==> src/rtl/vec_mem_pkg.sv <==
// rtl/vec_mem_pkg.sv - shared constants, lane/vector types and sequencer states for the vector data memory
package vec_mem_pkg;

    localparam int WIDTH        = 24;
    localparam int VECTOR_WIDTH = 8;
    localparam int DEPTH        = 10000;
    localparam int ADDR_OFFSET  = 24;

    typedef logic [WIDTH-1:0] lane_t;
    typedef lane_t [VECTOR_WIDTH-1:0] vec_t;

    typedef enum logic [2:0] {
        IDLE,
        FETCH,
        WAIT,
        WRITE,
        DONE,
        ERR
    } seq_state_t;

endpackage

==> src/rtl/vec_store_range_chk.sv <==
// rtl/vec_store_range_chk.sv - combinational accept/reject of a store request from base and beat count
module vec_store_range_chk
    import vec_mem_pkg::*;
#(
    parameter  int MAX_BEATS = 16,
    localparam int BEATS_W   = $clog2(MAX_BEATS + 1)
) (
    input  lane_t              i_base,
    input  logic [BEATS_W-1:0] i_beats,
    output logic               o_ok
);

    // The end bound is formed 8 bits wider than a lane so a base near the top
    // of the lane range cannot wrap around and look like a small address.
    localparam int BW = WIDTH + 8;

    logic [BW-1:0] w_bound;

    assign w_bound = BW'(i_base) + BW'(i_beats) * BW'(VECTOR_WIDTH);

    assign o_ok = (i_beats != '0)
               && (i_beats <= BEATS_W'(MAX_BEATS))
               && (w_bound <= BW'(DEPTH));

endmodule

==> src/rtl/vec_store_sequencer.sv <==
// rtl/vec_store_sequencer.sv - turns one vector-store request into a burst of held 8-lane memory writes
module vec_store_sequencer
    import vec_mem_pkg::*;
#(
    parameter  int MAX_BEATS   = 16,
    parameter  int BEAT_CYCLES = 3,
    localparam int BEATS_W     = $clog2(MAX_BEATS + 1),
    localparam int IDX_W       = $clog2(MAX_BEATS)
) (
    input  logic               clk,
    input  logic               rst,
    input  logic               req_valid,
    output logic               req_ready,
    input  lane_t              req_base,
    input  logic [BEATS_W-1:0] req_beats,
    input  logic               req_dump,
    output logic               src_rd_en,
    output logic [IDX_W-1:0]   src_rd_idx,
    input  vec_t               src_rd_data,
    output logic               mem_we,
    output lane_t              mem_address,
    output vec_t               mem_wd,
    output logic               startIO,
    output logic               done,
    output logic               err
);

    localparam int                HOLD_W    = $clog2(BEAT_CYCLES);
    localparam logic [HOLD_W-1:0] HOLD_LAST = HOLD_W'(BEAT_CYCLES - 1);

    seq_state_t         r_state;
    seq_state_t         w_state_nxt;
    logic [BEATS_W-1:0] r_beat;
    logic [BEATS_W-1:0] w_beat_nxt;
    logic [BEATS_W-1:0] w_beat_inc;
    logic [HOLD_W-1:0]  r_hold;
    logic [HOLD_W-1:0]  w_hold_nxt;
    lane_t              r_base;
    logic [BEATS_W-1:0] r_beats;
    logic               r_dump;
    logic               w_range_ok;
    lane_t              w_wr_addr;

    logic               r_req_ready;
    logic               r_src_rd_en;
    logic [IDX_W-1:0]   r_src_rd_idx;
    logic               r_mem_we;
    lane_t              r_mem_address;
    vec_t               r_mem_wd;
    logic               r_start_io;
    logic               r_done;
    logic               r_err;

    vec_store_range_chk #(
        .MAX_BEATS (MAX_BEATS)
    ) u_range_chk (
        .i_base  (req_base),
        .i_beats (req_beats),
        .o_ok    (w_range_ok)
    );

    assign w_beat_inc = r_beat + BEATS_W'(1);
    assign w_wr_addr  = lane_t'(ADDR_OFFSET) + r_base + lane_t'(r_beat) * lane_t'(VECTOR_WIDTH);

    // Next state plus beat/hold counter updates for the burst walk.
    always_comb begin
        w_state_nxt = r_state;
        w_beat_nxt  = r_beat;
        w_hold_nxt  = r_hold;
        case (r_state)
            IDLE: begin
                if (req_valid) begin
                    w_beat_nxt  = '0;
                    w_state_nxt = w_range_ok ? FETCH : ERR;
                end
            end
            FETCH: w_state_nxt = WAIT;
            WAIT: begin
                w_hold_nxt  = '0;
                w_state_nxt = WRITE;
            end
            WRITE: begin
                if (r_hold == HOLD_LAST) begin
                    w_beat_nxt  = w_beat_inc;
                    w_state_nxt = (w_beat_inc < r_beats) ? FETCH : DONE;
                end else begin
                    w_hold_nxt = r_hold + HOLD_W'(1);
                end
            end
            DONE:    w_state_nxt = IDLE;
            ERR:     w_state_nxt = IDLE;
            default: w_state_nxt = IDLE;
        endcase
    end

    // State and counter registers; reset abandons any burst in flight.
    always_ff @(posedge clk) begin
        if (rst) begin
            r_state <= IDLE;
            r_beat  <= '0;
            r_hold  <= '0;
            r_base  <= '0;
            r_beats <= '0;
            r_dump  <= 1'b0;
        end else begin
            r_state <= w_state_nxt;
            r_beat  <= w_beat_nxt;
            r_hold  <= w_hold_nxt;
            if (r_state == IDLE && req_valid) begin
                r_base  <= req_base;
                r_beats <= req_beats;
                r_dump  <= req_dump;
            end
        end
    end

    // Registered outputs, decoded from the state being entered so they line up with it.
    always_ff @(posedge clk) begin
        if (rst) begin
            r_req_ready   <= 1'b1;
            r_src_rd_en   <= 1'b0;
            r_src_rd_idx  <= '0;
            r_mem_we      <= 1'b0;
            r_mem_address <= '0;
            r_mem_wd      <= '0;
            r_start_io    <= 1'b0;
            r_done        <= 1'b0;
            r_err         <= 1'b0;
        end else begin
            r_req_ready <= (w_state_nxt == IDLE);
            r_src_rd_en <= (w_state_nxt == FETCH);
            r_mem_we    <= (w_state_nxt == WRITE);
            r_done      <= (w_state_nxt == DONE);
            r_err       <= (w_state_nxt == ERR);
            if (w_state_nxt == FETCH) begin
                r_src_rd_idx <= w_beat_nxt[IDX_W-1:0];
            end
            // Source data is valid during WAIT; address and data then stay frozen
            // until the next beat's WAIT, so the memory sees a stable beat.
            if (r_state == WAIT) begin
                r_mem_wd      <= src_rd_data;
                r_mem_address <= w_wr_addr;
            end
            if (w_state_nxt == DONE && r_dump) begin
                r_start_io <= ~r_start_io;
            end
        end
    end

    assign req_ready   = r_req_ready;
    assign src_rd_en   = r_src_rd_en;
    assign src_rd_idx  = r_src_rd_idx;
    assign mem_we      = r_mem_we;
    assign mem_address = r_mem_address;
    assign mem_wd      = r_mem_wd;
    assign startIO     = r_start_io;
    assign done        = r_done;
    assign err         = r_err;

endmodule

==> config.mk <==
export PLATFORM = sky130hd
export DESIGN_NAME = vec_store_sequencer
export DESIGN_NICKNAME = d
export VERILOG_FILES = /design/src/rtl/vec_mem_pkg.sv /design/src/rtl/vec_store_range_chk.sv /design/src/rtl/vec_store_sequencer.sv
export SDC_FILE = /design/constraint.sdc
export NUM_CORES = 1
export LEC_CHECK = 0
export ABC_AREA = 1
export ABC_CLOCK_PERIOD_IN_PS = 3140
export CAP_MARGIN = 30
export CORE_UTILIZATION = 35
export CTS_CLUSTER_SIZE = 25
export DETAILED_ROUTE_END_ITERATION = 10
export DONT_BUFFER_PORTS = 1
export HOLD_SLACK_MARGIN = 0.06
export PLACE_DENSITY_LB_ADDON = 0.05
export SYNTH_ARGS = -nofsm -noshare
export SYNTH_HDL_FRONTEND = slang
export SYNTH_SLANG_ARGS = --single-unit
==> constraint.sdc <==
create_clock -name clk -period 3.14 [get_ports clk]
set_input_delay 0.314 -clock clk [delete_from_list [all_inputs] [get_ports clk]]
set_output_delay 0.314 -clock clk [all_outputs]
set_load 0.02 [all_outputs]
# Word-level counts from Yosys, hierarchy flattened
# Cells that the tools add are included.
# totals
reg_bits	266
latch_bits	0
mem_bits_rw	0
mem_bits_ro	0
input_bits	225
output_inout_bits	226
word_cells	64
mem_count	0
# classes
addsub	5
mul	0
n_div	0
magnitude_cmp	3
n_eq_ne	11
shifts	0
n_mux	10
bitwise	1
n_reduce_logical	11
# op_table
cell	count
32-bit by 14-bit <= comparator with 1-bit output (second input constant)	1
24-bit by 8-bit adder with 25-bit output	1
24-bit by 8-bit adder with 24-bit output	1
5-bit by 24-bit adder with 24-bit output (first input constant)	1
3-bit two-way mux	4
3-bit one-hot mux with 4 select lines	1
5-bit two-way mux	2
5-bit one-hot mux with 2 select lines	1
3-bit by 2-bit == test with 1-bit output (second input constant)	3
3-bit by 1-bit == test with 1-bit output (second input constant)	2
3-bit == test (second input constant)	2
3-bit zero test	2
2-bit inequality test (second input constant)	3
5-bit by 1-bit adder with 5-bit output (second input constant)	1
5-bit <= comparator (second input constant)	1
5-bit < comparator	1
5-bit nonzero test	1
1-bit logical AND	4
2-bit one-hot mux with 2 select lines	1
2-bit nonzero test	2
3-bit AND reduction	1
2-bit by 1-bit adder with 2-bit output (second input constant)	1
2-bit == test (second input constant)	1
2-bit two-way mux	1
2 further kinds	2

# Logic depth before layout (Yosys ltp)
# Gate-level depths: netlist (run 1).
# logic_depth
word_depth	8
mapped_depth	19
mapped_depth_nobuf	18

# Cells and area by module
# From an unflattened synthesis (run 1), not the netlist that was laid out.
# unflattened
hier_cells	1498
area_unflattened_um2	11054.4
# modules_own_cells
module	instances	cells_each	area_per_inst_um2	seq_area_each_um2
vec_store_sequencer	1	1312	10133.5	5325.1
vec_store_range_chk	1	186	920.9	0.0

# Worst setup path before layout (run 1)
# OpenSTA, ideal clock, no wires.
# synth_path
path_kind	reg2reg
from	reg r_beat[1]
to	reg r_mem_address[22] (netlist: mem_address[22])
setup_time_ps	114
t_arrival_ps	2470
required_time_ps	3026
slack_ps	557
path_stages_with_launch	16
path_buffers	0
period_less_slack_ps	2583
path_cell_list	dfxtp_1 -> inv_1 -> ha_1 -> inv_1 -> ha_1 -> inv_1 -> fa_1 -> o21ai_1 -> nand2_1 -> a21oi_1 -> nand3_1 -> nor2_1 -> nand4_1 -> xor2_1 -> o21bai_1 -> inv_1
# synth_via
elab_chain_len	1
# synth_rtl
element	line_no	rtl
from (decl)	vec_store_sequencer.sv:33	logic [BEATS_W-1:0] r_beat;
from (signal assigned)	vec_store_sequencer.sv:107	r_beat <= w_beat_nxt;
24-bit by 8-bit adder with 24-bit output	vec_store_sequencer.sv:63	assign w_wr_addr = lane_t'(ADDR_OFFSET) + r_base + lane_t'(r_beat) * lane_t'(VECTOR_WIDTH);
to (signal assigned)	vec_store_sequencer.sv:142	r_mem_address <= w_wr_addr;
to (decl)	vec_store_sequencer.sv:48	lane_t r_mem_address;
# No other way between the ends.
# A chain may end at the register's enable or synchronous reset.

# Final worst setup path (run 1)
# Ends and elaborated chain as after synthesis.

==> results of run 1 <==
repair_timing:
item                      4_1_cts  5_1_grt
buffers inserted                0        0
hold endpoints to repair      234        0
hold buffers                  224        0
cell families after synthesis:
family | after synthesis | share of synthesized area, %
simple gates | 660 | 24.9
compound gates | 312 | 15.0
flops | 266 | 49.1
buf+inv | 188 | 6.56
fa+ha+maj | 23 | 2.79
xor+xnor | 20 | 1.61
mux | 1 | 0.0923
worst max-delay path, delay by kind of cell, from the launching register on:
kind,cells,cell delay (ps)
DFF,1,370
xor gates and xnor gates,1,160
adders and majority gates,3,820
AOI/OAI and AO/OA,3,540
and+or+nand+nor,4,610
buffers and inverters,4,240
synth_stat cells:
cell and n:
nand2_4 1, nor2_4 3, nor2_2 3, or2_1 1
mux2i_1 1, nand2_1 134, xnor2_1 3, clkbuf_1 77
o21ai_0 242, clkinv_1 2, xor2_1 17, a22o_1 1
nor3_2 2, a22oi_1 2, nand3_1 38, buf_2 5
o221ai_1 2, nand3_4 1, nand4_1 18, fa_1 2
nor2_1 436, ha_1 21, nor4_1 1, buf_1 1
o21ai_1 4, o211ai_1 2, nand2_2 4, a21oi_2 1
nor3_1 7, inv_1 99, a31o_2 1, a21oi_1 43
dfxtp_1 266, o211a_1 1, or2_2 4, a31oi_1 3
nand3_2 3, inv_2 4, o21bai_1 10, nand3b_1 4
stage by stage:
step	utilization (%)	setup slack, ps	instance area (um2)	hold WS [ps]
after detailed placement	36.6	327	11200	392
after floorplan	-	557	10900	422
after global routing	47.1	110	14400	172
after CTS	47.1	337	14400	123
final	47.1	336	14400	136
after global placement	36.6	312	11200	391
power breakdown:
group / internal, mW / total (mW) / switching [mW]
registers: 3.83 / 4.65 / 0.824
logic: 0.544 / 1.36 / 0.813
clock network: 2.04 / 3.47 / 1.44
total: 6.41 / 9.48 / 3.08
per-layer routing:
metal / vias to the layer above / part of all wire [%] / track usage, %
li1: 5093 / - / -
met1: 4554 / 41 / 24.5
met2: 361 / 48 / 35.1
met3: 65 / 8.9 / 6.46
met4: 0 / 2.5 / 6.70
met5: - / 0 / 0
cell type report:
type	instances	share of cell area (%)
Multi-Input combinational cell	1016	33.5
Timing Repair Buffer	234	16.4
Clock buffer	41	5.86
Antenna cell	1	0.0174
Inverter	105	2.81
Tap cell	396	3.45
Sequential cell	266	37.0
Clock inverter	13	0.940
registers in the layout, summed over array words and instances, names as in the netlist:
register,count
r_hold,2
mem_address,24
startIO,1
r_beat,5
src_rd_en,1
r_base,24
done,1
req_ready,1
err,1
r_state,3
r_beats,5
src_rd_idx,4
mem_wd,192
mem_we,1
r_dump,1
worst max-delay path by stage:
stage / cells after the start / start / slack [ps] / endpoint
2_1_floorplan: 15 / r_beat[1] / 560 / mem_address[22]
5_1_grt: 15 / r_beat[1] / 110 / mem_address[20]
3_3_place_gp: 15 / r_beat[1] / 310 / mem_address[22]
6_report: 15 / r_beat[1] / 340 / mem_address[22]
3_5_place_dp: 15 / r_beat[1] / 330 / mem_address[22]
4_1_cts: 15 / r_beat[1] / 340 / mem_address[22]
==> summary.md, run 1 <==
| Metric | Value |
|---|---|
| Setup CP Type | reg2reg |
| GR Overflow Total | 0 |
| Global-route wire length before repair | roughly 52 mm |
| Layout cells sized above 1 | around 5.2% |
| Critical R2R Capture | mem_address[22] |
| Port bufs | 0 |
| Total power draw | roughly 9.5 mW |
| Initial antenna violation count | 0 |
| GRT Overall Usage | 20.6% |
| Synth warn | 0 |
| Total CTS buffers | 30 |
| Tcrit/Tclk final | roughly nine tenths |
| Total negative slack | 0 ps |
| Yosys cell types | 40 |
| Cells after synthesis | 1470 |
| Initial Utilization | between 30% and 40% |
| Final layout net count | about 1.9k |
| Fillcell total | 3006 |
| RSZ-0062 raised after global routing | no |
| Final Hold Violating Endpoints | 0 |
| Vias | roughly 10k |
| CP Data Required Time | 3590 ps |
| CORE AREA | 30500 um2 |
| Clock sink count | 266 |
| Placer Congestion | ~0.8 |
| Worst EP arrival | roughly 3300 ps |
| Vias in the first global route | between 9k and 10k |
| Final HPWL DP | about 23 mm |
| Synth Cell Area | around 11000 um2 |
| Yosys top cell area share | between 40% and 50% |
| Largest net degree at the start of global routing | between 100 and 150 |
| Leading cell types in the layout, fill and taps excluded | nor2_1, dfxtp_1, o21ai_0 |
| Maxcap violations | 0 |
| Total wire length | ~35 mm |
| Final slew viol count | 0 |
| CTS root buf | clkbuf_16 |
| Slew HR | between 30% and 40% |
| Worst r2r path cells | 15 |
| Hold crit path type | in2reg |
| Synth area leader | dfxtp_1 |
| Inst Count DP | 1793 |
| Fin crit period | 2800 ps |
| Syn Nets | around 1.7k |
| Antenna Violating Nets Remaining | 0 |
| 1st-iter DRT viols | about 550 |
| Layout Cells excl Fill | about 2.1k |
| Status | complete, no violations |
| Chip Width | ~180 um |
| Number of remaining DRC errors | 0 |
| Clock Latency Late Sink | roughly 560 ps |
| Synth top area cells | dfxtp_1, nor2_1, o21ai_0, nand2_1, inv_1 |
| Critical-path cell list | inv_1, ha_1, inv_1, ha_1, inv_1, fa_1, o21ai_1, nand2_1, a21oi_1, nand3_1, nor2_1, nand4_1, xor2_1, o21bai_1, inv_1 |
| Reg2reg setup slack | approximately 340 ps |
| Drt wl/cell | between 15 and 20 um |
| HP Start | req_valid |
| FP Rows | 64 |
| Syn Area/Cell | between 7 and 8 um2 |
| Footprint of the multi-input gates | ~4800 um2 |
| P_leak | around 6.4 nW |
| Type of origin of the critical path | register |
| Largest fanout on the critical path | 4 |
| Worst Hold Depth | 4 |
| H-tree levels | 1 |
| Most frequent CP cell | inv_1 |
| Most common cell after layout, fill and taps aside | nor2_1 |
| CP max stage delay | 400 ps |
| Crit. End Element | register |
| Die area | 31700 um2 |
| Tightest Pin Transition | between 900 and 1000 ps |
| Vias per Instance | just under 5 |
| # IOs | between 400 and 500 |
| Hold endpoint | r_state[0] |
| FF+latch count, synth | 266 |
| Post-CTS Resized | 0 |
| CTS max path bufs | 3 |
| Crit path max-delay cell type | fa_1 |
| Register area | roughly 5300 um2 |
| Pwr per Cell Area | 660 nW/um2 |
| Drt pass-1 iters | 7 |
| Worst R2R Start | r_beat[1] |
| VDD IR max | ~390 uV |
| CTS tree | built |
| Max Clock Skew | about 22 ps |
| Final-report setup violation count | 0 |
| Fmax | about 360 MHz |
| Layout area overhead | 32.5% |
| Sequential area share after synthesis | 49.1% |
| Height of the die | about 180 um |
| Clock slew at reported path FFs | roughly 60 ps |
No activity file was read; power rests on OpenSTA's default activity.
==> run 2: changes to the inputs <==
Settings changed: SETUP_SLACK_MARGIN set to 0.2.
==> run 2 against run 1 <==
Net effect: first-iteration DRC count grew 0.36%; non-clock buffer count unchanged; flip-flop and latch count unchanged; critical endpoint unchanged; largest cell class unchanged; largest power group unchanged; highest routed layer unchanged.
==> summary.md, run 2 (synthesized netlist as in run 1, its figures left out) <==
| Metric | Value |
|---|---|
| Final worst slack | 433 ps (+97.4 ps) |
| Vias in the first global route | 9750 (unchanged) |
| Setup CP Type | reg2reg |
| Total negative slack | 0 ps (unchanged) |
| Crit. End Element | register |
| Status | complete, no violations |
| Largest net degree at the start of global routing | 137 (unchanged) |
| Final HPWL DP | 23.2 mm (unchanged) |
| Tightest Pin Transition | 900 ps (-1.31 ps) |
| Height of the die | 178 um (unchanged) |
| # IOs | 451 (unchanged) |
| CORE AREA | 30500 um2 (unchanged) |
| Worst EP arrival | 3160 ps (-100 ps) |
| Clock slew at reported path FFs | 60 ps (about the same) |
| Vias | 10.1k (+0.14%) |
| Final Hold Violating Endpoints | 0 (unchanged) |
| GRT Overall Usage | 20.6% (unchanged) |
| Reg2reg setup slack | 430 ps (+100 ps) |
| Final core utilization | 47.2% (about the same) |
| CTS max path bufs | 3 (unchanged) |
| Total wire length | 35.1 mm (+0.23%) |
| Type of origin of the critical path | register |
| Hold crit path type | in2reg |
| Placer Congestion | 0.802 (unchanged) |
| Fmax | 369 MHz (+3.6%) |
| Vias per Instance | 4.87 (+0.14%) |
| Final layout net count | 1901 (unchanged) |
| Largest fanout on the critical path | 4 (unchanged) |
| Final-report setup violation count | 0 (unchanged) |
| Slew HR | 39.8% (+0.088 points) |
| Fin crit period | 2710 ps (-97.4 ps) |
| Number of remaining DRC errors | 0 (unchanged) |
| Clock sink count | 266 (unchanged) |
| Worst r2r path cells | 15 (unchanged) |
| Clock Latency Late Sink | 560 ps (about the same) |
| Drt pass-1 iters | 5 (-2) |
| Drt wl/cell | 16.9 um (+0.23%) |
| GR Overflow Total | 0 (unchanged) |
| Final slew viol count | 0 (unchanged) |
| FP Rows | 64 (unchanged) |
| Worst R2R Start | r_beat[1] |
| Global-route wire length before repair | 52.3 mm (unchanged) |
| VDD IR max | 386 uV (about the same) |
| Total power draw | 9.49 mW (about the same) |
| Die area | 31700 um2 (unchanged) |
| Worst hold slack | 137 ps (+0.658 ps) |
| 1st-iter DRT viols | 553 (+0.36%) |
| Max reg flops | 192 (unchanged) |
| Pwr per Cell Area | 659 nW/um2 (about the same) |
| Total CTS buffers | 30 (unchanged) |
| Setup slack after placement | 327 ps (unchanged) |
| Port bufs | 0 (unchanged) |
| Max Clock Skew | 24.0 ps (+2.34 ps) |
| Chip Width | 178 um (unchanged) |
| Tcrit/Tclk final | 86.2% (-3.1 points) |
| Maxcap violations | 0 (unchanged) |
| Leading cell types in the layout, fill and taps excluded | nor2_1, dfxtp_1, o21ai_0 |
| Worst Setup EP | mem_address[22] |
| Initial Utilization | 35.6% (unchanged) |
| Critical R2R Capture | mem_address[22] |
| Layout cells sized above 1 | 5.37% (+0.18 points) |
| P_leak | 6.41 nW (about the same) |
| CTS root buf | clkbuf_16 |
| CP Data Required Time | 3590 ps (about the same) |
| Layout area overhead | 32.6% (about the same) |
| Initial antenna violation count | 0 (unchanged) |
| Most common cell after layout, fill and taps aside | nor2_1 |
| RSZ-0062 raised after global routing | yes |
| Crit path launch | r_beat[1] |
| Antenna Violating Nets Remaining | 0 (unchanged) |
| CTS tree | built |
| H-tree levels | 1 (unchanged) |
run 2: cell counts in the layout (fill, tap and decap cells not counted):
Identical to the previous run, type by type.
run 2: what timing repair did:
action	4_1_cts	5_1_grt
hold buffers	224	0
setup buffers	0	0
endpoints found under the hold margin	234	0
resized for setup	0	3
setup endpoints to repair	0	3
run 2: worst max-delay path, cell delays in order, from the launching register on:
cell	delay, ps
dfxtp_1	370
inv_1	60
ha_1	280
inv_1	60
ha_1	140
inv_1	70
fa_1	400
o21ai_1	220
nand2_1	90
a21oi_2	180
nand3_2	150
nor2_1	170
nand4_1	120
xor2_1	160
o21bai_1	120
inv_1	50
run 2: layout make-up:
type | instances | area [um2]
antenna | 1 | 2.50
clock buffer | 41 | 842
clock inverter | 13 | 135
fill | 3003 | 16100
inverter | 105 | 404
multi-input combinational | 1016 | 4830
sequential | 266 | 5330
tap | 396 | 495
timing repair buffer | 234 | 2350
run 2: layer usage:
metal | part of all wire [%] | wire length (um) | GRT usage, %
met3 | 8.7 | 3060 | 6.46
met4 | 2.4 | 837 | 6.70
met1 | 41 | 14400 | 24.5
met5 | 0 | 0 | 0
met2 | 48 | 16800 | 35.1
run 2: worst min path at each step:
stage | start | endpoint | slack [ps] | depth (start not counted)
after floorplan | r_dump | r_dump | 420 | 2
after global placement | rst | r_base[5] | 390 | 1
after detailed placement | rst | mem_we | 390 | 1
after CTS | req_valid | r_state[0] | 120 | 4
after global routing | req_valid | r_state[0] | 170 | 4
final | req_valid | r_state[0] | 140 | 4
run 2: where the power goes:
part / internal, mW / switching, mW
registers: 3.83 / 0.825
logic: 0.544 / 0.816
clock network: 2.04 / 1.44
run 2: through the flow:
stage,instances,area (um2)
after floorplan,1470,10900
after global placement,1793,11200
after detailed placement,1793,11200
after CTS,2071,14400
after global routing,2071,14400
final,2072,14400
